<file path="config.mk">
export PLATFORM = sky130hd
export DESIGN_NAME = frac_div_sched_flat
export DESIGN_NICKNAME = d
export VERILOG_FILES = /design/src/rtl/frac_div_pkg.sv /design/src/rtl/frac_div_sched_if.sv /design/src/rtl/frac_div_period_gen.sv /design/src/rtl/frac_div_sched.sv /design/src/flat_wrapper.sv
export SDC_FILE = /design/constraint.sdc
export NUM_CORES = 1
export LEC_CHECK = 0
export ABC_AREA = 1
export BUFFER_PORTS_ARGS = -buffer_cell sky130_fd_sc_hd__buf_2
export CAP_MARGIN = 20
export CORE_UTILIZATION = 25
export CTS_CLUSTER_DIAMETER = 120
export CTS_CLUSTER_SIZE = 28
export DETAILED_ROUTE_END_ITERATION = 7
export PLACE_DENSITY = 0.48
export SLEW_MARGIN = 5
export SYNTH_ARGS = -nofsm -noshare
export SYNTH_HDL_FRONTEND = slang
export SYNTH_SLANG_ARGS = --single-unit
export TNS_END_PERCENT = 20
</file>
<file path="constraint.sdc">
create_clock -name clk_in -period 3.39 [get_ports clk_in]
set_input_delay 0.1695 -clock clk_in [delete_from_list [all_inputs] [get_ports clk_in]]
set_output_delay 0.1695 -clock clk_in [all_outputs]
set_load 0.005 [all_outputs]
</file>
<file path="src/rtl/frac_div_pkg.sv">
// frac_div_pkg: shared types and constants for the fractional clock divider.
// Holds widths, reset config, FSM state enum, config struct and validity check.
package frac_div_pkg;

    localparam int unsigned DW = 5;
    localparam int unsigned NW = 8;

    localparam int unsigned DEF_DIV = 8;
    localparam int unsigned DEF_NLO = 3;
    localparam int unsigned DEF_NHI = 7;

    typedef enum logic [1:0] {
        IDLE = 2'd0,
        LO   = 2'd1,
        HI   = 2'd2
    } state_e;

    typedef struct packed {
        logic [DW-1:0] div;
        logic [NW-1:0] n_lo;
        logic [NW-1:0] n_hi;
    } cfg_t;

    // D must leave room for D+1 in DW bits, and a frame needs a period.
    function automatic logic cfg_ok(cfg_t c);
        return (c.div >= DW'(2))
            && (c.div != '1)
            && ((c.n_lo | c.n_hi) != '0);
    endfunction

endpackage

</file>
<file path="src/rtl/frac_div_sched_if.sv">
// frac_div_sched_if: config valid/ready port of the fractional divider.
// master = config register block, slave = divider; cfg_err flags a bad config.
interface frac_div_sched_if;
    import frac_div_pkg::*;

    logic          cfg_valid;
    logic          cfg_ready;
    logic [DW-1:0] cfg_div;
    logic [NW-1:0] cfg_n_lo;
    logic [NW-1:0] cfg_n_hi;
    logic          cfg_err;

    modport master (
        output cfg_valid, cfg_div, cfg_n_lo, cfg_n_hi,
        input  cfg_ready, cfg_err
    );

    modport slave (
        input  cfg_valid, cfg_div, cfg_n_lo, cfg_n_hi,
        output cfg_ready, cfg_err
    );

endinterface

</file>
<file path="src/rtl/frac_div_period_gen.sv">
// frac_div_period_gen: emits one clk_out period of length len per start strobe.
// Ports: start/len/hi in; clk_out, period_hi (registered), period_done (last cycle).
module frac_div_period_gen
    import frac_div_pkg::*;
(
    input  logic          clk_in,
    input  logic          rst,
    input  logic          start,
    input  logic [DW-1:0] len,
    input  logic          hi,
    output logic          clk_out,
    output logic          period_hi,
    output logic          period_done
);

    logic [DW-1:0] ph_q, ph_d;
    logic [DW-1:0] len_q, len_d;
    logic          run_q, run_d;
    logic          clk_q, clk_d;
    logic          hi_q, hi_d;
    logic          last;

    always_comb begin
        last  = run_q && (ph_q == len_q - 1'b1);
        ph_d  = ph_q;
        len_d = len_q;
        run_d = run_q;
        clk_d = clk_q;
        hi_d  = hi_q;
        if (start) begin
            // A back-to-back start overrides the end of the previous period.
            ph_d  = '0;
            len_d = len;
            run_d = 1'b1;
            clk_d = (len >> 1) != '0;
            hi_d  = hi;
        end else if (last) begin
            ph_d  = '0;
            run_d = 1'b0;
            clk_d = 1'b0;
            hi_d  = 1'b0;
        end else if (run_q) begin
            ph_d  = ph_q + 1'b1;
            // High for the first floor(len/2) phases.
            clk_d = ph_d < (len_q >> 1);
        end
    end

    always_ff @(posedge clk_in or negedge rst) begin
        if (!rst) begin
            ph_q  <= '0;
            len_q <= '0;
            run_q <= 1'b0;
            clk_q <= 1'b0;
            hi_q  <= 1'b0;
        end else begin
            ph_q  <= ph_d;
            len_q <= len_d;
            run_q <= run_d;
            clk_q <= clk_d;
            hi_q  <= hi_d;
        end
    end

    assign clk_out     = clk_q;
    assign period_hi   = hi_q;
    assign period_done = last;

endmodule

</file>
<file path="src/rtl/frac_div_sched.sv">
// frac_div_sched: fractional divider, frames of n_lo periods of D then n_hi of D+1.
// Ports: clk_in, rst (async low), en, cfg (slave), clk_out, period_hi, frame_start, busy.
module frac_div_sched #(
    parameter int unsigned DEF_DIV = frac_div_pkg::DEF_DIV,
    parameter int unsigned DEF_NLO = frac_div_pkg::DEF_NLO,
    parameter int unsigned DEF_NHI = frac_div_pkg::DEF_NHI
) (
    input  logic                    clk_in,
    input  logic                    rst,
    input  logic                    en,
    frac_div_sched_if.slave         cfg,
    output logic                    clk_out,
    output logic                    period_hi,
    output logic                    frame_start,
    output logic                    busy
);
    import frac_div_pkg::*;

    localparam cfg_t DEF_CFG = '{
        div:  DW'(DEF_DIV),
        n_lo: NW'(DEF_NLO),
        n_hi: NW'(DEF_NHI)
    };

    state_e        state_q, state_d;
    logic [NW-1:0] cnt_q, cnt_d;
    cfg_t          act_q, act_d;
    cfg_t          pend_q, pend_d;
    logic          pend_vld_q, pend_vld_d;
    logic          err_q, err_d;
    logic          fs_q, fs_d;

    cfg_t          cfg_in;
    cfg_t          nxt;
    cfg_t          sel;
    logic          acc;
    logic          ok;
    logic          frm;
    logic          pstart;
    logic          phi;
    logic          pdone;
    logic [DW-1:0] plen;

    assign cfg_in = {cfg.cfg_div, cfg.cfg_n_lo, cfg.cfg_n_hi};
    assign acc    = cfg.cfg_valid && !pend_vld_q;
    assign ok     = cfg_ok(cfg_in);

    // Config for the next frame: a fresh one only counts while idle, so a
    // config taken on a busy boundary edge waits for the following boundary.
    assign nxt = (state_q == IDLE && acc && ok) ? cfg_in
               : pend_vld_q ? pend_q
               : act_q;

    always_comb begin
        state_d    = state_q;
        cnt_d      = cnt_q;
        act_d      = act_q;
        pend_d     = pend_q;
        pend_vld_d = pend_vld_q;
        err_d      = acc && !ok;
        fs_d       = 1'b0;
        frm        = 1'b0;
        pstart     = 1'b0;
        phi        = 1'b0;

        unique case (state_q)
            IDLE: begin
                act_d      = nxt;
                pend_vld_d = 1'b0;
                frm        = en;
            end
            LO: if (pdone) begin
                if (!en) begin
                    state_d = IDLE;
                end else if (cnt_q != act_q.n_lo - 1'b1) begin
                    cnt_d  = cnt_q + 1'b1;
                    pstart = 1'b1;
                end else if (act_q.n_hi != '0) begin
                    state_d = HI;
                    cnt_d   = '0;
                    pstart  = 1'b1;
                    phi     = 1'b1;
                end else begin
                    frm = 1'b1;
                end
            end
            HI: if (pdone) begin
                if (!en) begin
                    state_d = IDLE;
                end else if (cnt_q != act_q.n_hi - 1'b1) begin
                    cnt_d  = cnt_q + 1'b1;
                    pstart = 1'b1;
                    phi    = 1'b1;
                end else begin
                    frm = 1'b1;
                end
            end
            default: state_d = IDLE;
        endcase

        if (frm) begin
            act_d      = nxt;
            pend_vld_d = 1'b0;
            state_d    = (nxt.n_lo != '0) ? LO : HI;
            cnt_d      = '0;
            pstart     = 1'b1;
            phi        = (nxt.n_lo == '0);
            fs_d       = 1'b1;
        end

        if (acc && ok && state_q != IDLE) begin
            pend_d     = cfg_in;
            pend_vld_d = 1'b1;
        end

        sel  = frm ? nxt : act_q;
        plen = phi ? sel.div + 1'b1 : sel.div;
    end

    always_ff @(posedge clk_in or negedge rst) begin
        if (!rst) begin
            state_q    <= IDLE;
            cnt_q      <= '0;
            act_q      <= DEF_CFG;
            pend_q     <= '0;
            pend_vld_q <= 1'b0;
            err_q      <= 1'b0;
            fs_q       <= 1'b0;
        end else begin
            state_q    <= state_d;
            cnt_q      <= cnt_d;
            act_q      <= act_d;
            pend_q     <= pend_d;
            pend_vld_q <= pend_vld_d;
            err_q      <= err_d;
            fs_q       <= fs_d;
        end
    end

    frac_div_period_gen u_pgen (
        .clk_in      (clk_in),
        .rst         (rst),
        .start       (pstart),
        .len         (plen),
        .hi          (phi),
        .clk_out     (clk_out),
        .period_hi   (period_hi),
        .period_done (pdone)
    );

    assign cfg.cfg_ready = !pend_vld_q;
    assign cfg.cfg_err   = err_q;
    assign frame_start   = fs_q;
    assign busy          = (state_q != IDLE);

endmodule

</file>
<file path="src/flat_wrapper.sv">
// flat-port wrapper written by rule: the top's interface ports become plain ports
module frac_div_sched_flat import frac_div_pkg::*;
#(
    parameter int unsigned DEF_DIV = frac_div_pkg::DEF_DIV,
    parameter int unsigned DEF_NLO = frac_div_pkg::DEF_NLO,
    parameter int unsigned DEF_NHI = frac_div_pkg::DEF_NHI
)
  (clk_in, rst, en, clk_out, period_hi, frame_start, busy, cfg_cfg_valid, cfg_cfg_div, cfg_cfg_n_lo, cfg_cfg_n_hi, cfg_cfg_ready, cfg_cfg_err);
  frac_div_sched_if cfg_i ();
  input  logic clk_in;
  input  logic rst;
  input  logic en;
  output logic clk_out;
  output logic period_hi;
  output logic frame_start;
  output logic busy;
  input wire logic [$bits(cfg_i.cfg_valid)-1:0] cfg_cfg_valid;
  input wire logic [$bits(cfg_i.cfg_div)-1:0] cfg_cfg_div;
  input wire logic [$bits(cfg_i.cfg_n_lo)-1:0] cfg_cfg_n_lo;
  input wire logic [$bits(cfg_i.cfg_n_hi)-1:0] cfg_cfg_n_hi;
  output wire logic [$bits(cfg_i.cfg_ready)-1:0] cfg_cfg_ready;
  output wire logic [$bits(cfg_i.cfg_err)-1:0] cfg_cfg_err;
  assign cfg_i.cfg_valid = cfg_cfg_valid;
  assign cfg_i.cfg_div = cfg_cfg_div;
  assign cfg_i.cfg_n_lo = cfg_cfg_n_lo;
  assign cfg_i.cfg_n_hi = cfg_cfg_n_hi;
  assign cfg_cfg_ready = cfg_i.cfg_ready;
  assign cfg_cfg_err = cfg_i.cfg_err;
  frac_div_sched #(.DEF_DIV(DEF_DIV), .DEF_NLO(DEF_NLO), .DEF_NHI(DEF_NHI)) u_core (.clk_in(clk_in), .rst(rst), .en(en), .cfg(cfg_i), .clk_out(clk_out), .period_hi(period_hi), .frame_start(frame_start), .busy(busy));
endmodule
</file>
==> results.cfg, run 1 <==
[die]
coreArea_sq_um = 18000
dieArea_sq_um = 19000
die_h_um = 138
fp-row-count = 49
start_util_pct = 25.6
die_x_um = 138
io_pins = 31

[layout]
mostFrequentLayoutCell = nand2_1
nFillCells = 2006
layout_common_cells = 181 x nand2_1, 82 x inv_1, 72 x o21ai_0
areaGrowthSynthToFinish_pct = 16.4
layout-drive-gt1-share_pct = 13.5
stdcell_count = 934
nets = 739
diodes = 0

[power_and_ir_drop]
peakVddDrop_v = 0.000296
p_leak_nw = 2.60
powerDensity_nw_per_um2 = 946

[sta]
fin_ws_ps = 247
totalNegativeSetupSlack_ps = 0
finalMaxSlewViolations = 0
period_minus_slack_ps = 3140
rsz0062_at_grt = no
slew_headroom_pct = 40.0
finalSetupViolCount = 0
fin_worst_skew_ps = 5.93
max_slew.worst_pin.slew_ps = 900
hold_viol = 0
fin_crit_sh_pct = 92.7
fmax_mhz = 318

[setup_path]
reg2reg_to = u_core.u_pgen.clk_out
crit_fanout = 15
startpoint_type = flop
crit_type = reg2reg
regToRegSetupSlack_ps = 250
cp-end-kind = flop
r2r_cells = 20
crit_arrival_ps = 3370
worstPathRequired_ps = 3620

[clock_network]
clkSlewWorstSetupHoldPaths_ps = 60
cts.sinks = 68
ctsHtreeMaxLevel = 3
cts_max_path_buffers = 2
cts_buffers = 9
cts_setup_buffers = 0
worstSkewPairLatency_ps = 340
cts_tree = built
root_buffer = clkbuf_16

[yosys]
ys_seq_area_share_pct = 37.0
ys_async_sr_fraction_pct = 100
ys.flop_type = dfrtp_1
yosys.cell_types.count = 44
netlist_area_sq_um = 4620
syn_inst = 665
ys_ff_latch = 68
syn_nets = 704
ys.warnings.count = 0
avgSynthCellArea_sq_um = 6.95
synth-edff-count = 0

[detailed_routing]
drt_iter0_markers = 239
drtPass1Iterations = 5
routedWlPerCell_um = 13.2
ant_nets = 0
num_vias = 4264
routed_via_density = 4.57
wirelength_um = 12300
drc_errors = 0

[outcome]
outcome = finished, final reports clean

[global_routing]
grt_pass1_wl_um = 20700
track_usage_pct = 14.2
grt_max_degree = 69
antenna_found_initial = 0
grt_overflow_total = 0
grt_pass1_vias = 4093

[flow_run]
max_cap_violations = 0

[min_path]
hold_path.class = in2reg
hold_depth = 2
worstHoldEndpoint = u_core.pend_q[16]
worstHoldStart = cfg_cfg_div[0]

[place]
dpl.hpwl_um = 9420
pre_cts_ws_ps = 207
port-buffer-count = 30
gp_congestion = 0.815
place_inst = 917
-- cell families after synthesis --
logic type,share of synthesized area (%)
and+or+nand+nor,31.2
AOI/OAI and AO/OA,14.2
buffers and inverters,9.61
DFF,37.0
xor gates and xnor gates,3.98
adders and majority gates,3.79
muxes,0.244
-- final cells by class --
type	count	area (sq um)	share of cell area, %
Multi-Input combinational cell	486	2510	46.6
Tap cell	229	287	5.33
Clock buffer	11	253	4.70
Sequential cell	68	1710	31.8
Timing Repair Buffer	40	230	4.28
Clock inverter	5	36.3	0.674
Inverter	95	357	6.63
-- stage by stage --
step                      cell area (sq um)  total power, mW  util, %  hold slack, ps
after floorplan                        4620             3.48        -            -126
after global placement                 5040             4.16     28.0             363
after detailed placement               5040             4.15     28.0             336
after CTS                              5340             5.08     29.6            94.2
after global routing                   5380             5.63     29.8             113
final                                  5380             5.09     29.8             100
-- worst max path at each step --
stage | startpoint | endpoint | cells past startpoint
floorplan | flop | u_core.u_pgen.clk_out | 23
global placement | flop | u_core.u_pgen.clk_out | 23
detailed placement | flop | u_core.u_pgen.clk_out | 23
CTS | flop | u_core.u_pgen.clk_out | 23
global route | flop | u_core.u_pgen.clk_out | 23
finish | flop | u_core.u_pgen.clk_out | 20
-- power breakdown --
group | switching (mW) | internal (mW)
sequential | 0.308 | 1.18
clock | 0.374 | 0.535
combinational | 1.70 | 0.986
total | 2.39 | 2.70
-- critical path: stages (launching register included) --
cell	delay (ps)
dfstp_2	510
inv_1	80
ha_1	300
xor2_1	130
o21ai_0	110
nor2_2	140
nand2_1	70
nor2_2	150
nand3_1	120
nand2_1	90
nand2_1	80
nand2_4	140
nand2_8	110
nand2_1	100
nand2_1	90
inv_1	70
ha_2	260
a21oi_1	180
nand2_1	80
o21ai_1	130
nand3_1	80
-- Yosys cell counts (11+ instances only) --
master / count / area (sq um)
inv_1: 82 / 308
a21oi_1: 11 / 55.1
inv_2: 12 / 45.0
o21ai_0: 72 / 360
xor2_1: 12 / 105
nand2_1: 181 / 679
nand3_1: 46 / 230
nor2_1: 61 / 229
ha_1: 14 / 175
nand4_1: 17 / 106
dfrtp_1: 62 / 1550
o21ai_1: 12 / 60.1
-- what timing repair did --
action,in CTS,in global routing
hold buffers,1,0
endpoints found under the setup margin,0,2
endpoints found under the hold margin,3,0
resized for setup,0,8
-- per-layer routing --
layer  up-vias  track usage [%]  wire, um
li1       2243                -         -
met1      1928             20.0      6350
met2        79             21.7      5370
met3        14             2.52       391
met4         0             4.53       185
met5         -                0         0
Note: power is estimated with default switching activity, not from simulation.
==> run 2: changes to the inputs <==
==> constraint.sdc (replaced) <==
create_clock -name clk_in -period 3.9 [get_ports clk_in]
set_input_delay 0.195 -clock clk_in [delete_from_list [all_inputs] [get_ports clk_in]]
set_output_delay 0.195 -clock clk_in [all_outputs]
set_load 0.005 [all_outputs]
==> results.cfg, run 2 (synthesis results as in run 1) <==
[setup_path]
reg2reg_from = u_core.state_q[1]
crit_arrival_ps = 3500
crit_chain = inv_1 -> ha_1 -> inv_2 -> nor3_2 -> nand3_2 -> inv_2 -> nand2_1 -> o21ai_0 -> nand3_1 -> nand2_1 -> inv_1 -> ha_1 -> a21oi_1 -> nand2_1 -> o21ai_1 -> nand3_1
crit_slowest_cell = nand3_2
crit_top_cell = nand2_1
regToRegSetupSlack_ps = 620
cp-end-kind = flop
startpoint = u_core.state_q[1]
r2r_cells = 16
startpoint_type = flop
crit_type = reg2reg
crit_fanout = 25
worstPathRequired_ps = 4130
slowest_delay_ps = 430
reg2reg_to = u_core.u_pgen.clk_out

[clock_network]
cts_setup_buffers = 0
root_buffer = clkbuf_16
worstSkewPairLatency_ps = 340
ctsHtreeMaxLevel = 3
clkSlewWorstSetupHoldPaths_ps = 60
cts_buffers = 9
ctsHoldBuffers = 0
cts_max_path_buffers = 2
cts.sinks = 68
cts_resized = 0
cts_tree = built

[detailed_routing]
num_vias = 4162
routed_via_density = 4.49
wirelength_um = 12300
drc_errors = 0
drt_iter0_markers = 178
drtPass1Iterations = 5
routedWlPerCell_um = 13.2
ant_nets = 0

[global_routing]
grt_pass1_vias = 3903
grt_overflow_total = 0
track_usage_pct = 14.3
antenna_found_initial = 0
grt_pass1_wl_um = 20500
grt_max_degree = 69

[outcome]
outcome = finished, violations left
violations = negative hold slack

[power_and_ir_drop]
powerDensity_nw_per_um2 = 827
power.share.clock_pct = 19.1
combPwrFrac_pct = 51.2
p_leak_nw = 2.58
p_int_mw = 2.34
peakVddDrop_v = 0.000231
p_sw_share_pct = 46.6
power_switching_mw = 2.04
finalPower_mw = 4.37
pwr-share-seq_pct = 29.7

[layout]
diodes = 0
nets = 731
stdcell_count = 926
layout_common_cells = 181 x nand2_1, 82 x inv_1, 72 x o21ai_0
finalInstanceArea_sq_um = 5290
layout-drive-gt1-share_pct = 11.8
final_util_pct = 29.3
nFillCells = 2056
mostFrequentLayoutCell = nand2_1
areaGrowthSynthToFinish_pct = 14.5

[place]
port-buffer-count = 30
gp_congestion = 0.804
place_inst = 910
pre_cts_ws_ps = 560
place_area_sq_um = 4990
dpl.hpwl_um = 9320

[die]
dieArea_sq_um = 19000
die_x_um = 138
coreArea_sq_um = 18000
die_h_um = 138
io_pins = 31
fp-row-count = 49
start_util_pct = 25.6

[sta]
slew_headroom_pct = 39.4
max_slew.worst_pin.slew_ps = 910
fin_crit_sh_pct = 84.0
period_minus_slack_ps = 3280
finalSetupViolCount = 0
whs_ps = -41.5
fin_worst_skew_ps = 5.12
rsz0062_at_grt = no
finalMaxSlewViolations = 0
fmax_mhz = 305
hold_viol = 24
totalNegativeSetupSlack_ps = 0
fin_ws_ps = 623

[flow_run]
max_cap_violations = 0

[min_path]
hold_path.class = in2async
run 2: cell types whose count changed in the layout (fill, tap and decap cells not counted), sizes merged:
| cell | change |
|---|---|
| buf | -7 |
| bufinv | +1 |
| clkbuf | -1 |
| clkinv | +1 |
| clkinvlp | -1 |
| dlygate4sd3 | -1 |
run 2: cell type report:
class                   count  area, sq um  share of cell area, %
inverters                  95          357                   6.74
flip-flops and latches     68         1710                   32.3
multi-input cells         486         2470                   46.6
repair buffers             32          168                   3.17
clock buffers              10          239                   4.52
well taps                 229          287                   5.42
clock inverters             6         63.8                   1.21
run 2: power groups by stage:
stage / sequential (mW) / combinational, mW / clock, mW
finish: 1.30 / 2.24 / 0.834
global route: 1.35 / 2.61 / 0.893
CTS: 1.30 / 2.27 / 0.866
detailed placement: 1.30 / 2.26 / 0
global placement: 1.31 / 2.26 / 0
floorplan: 1.22 / 1.80 / 0
run 2: worst max-delay path by stage:
stage	to	slack (ps)	cells past startpoint
floorplan	u_core.u_pgen.clk_out	1170	23
global placement	u_core.u_pgen.clk_out	600	16
detailed placement	u_core.u_pgen.clk_out	560	16
CTS	u_core.u_pgen.clk_out	570	16
global route	u_core.u_pgen.clk_out	210	16
finish	u_core.u_pgen.clk_out	620	16
run 2: critical path: cells and delay by family (launching register included):
family,cells,cell delay (ps)
DFF,1,390
AOI/OAI and AO/OA,3,460
buffers and inverters,4,600
adders and majority gates,2,550
and+or+nand+nor,7,1170
run 2: metal layers:
metal,vias up,GRT usage [%],part of all wire (%)
met3,11,2.81,3.1
met4,0,5.43,1.7
met5,-,0,0
li1,2224,-,-
met2,65,21.2,43
met1,1862,20.2,52
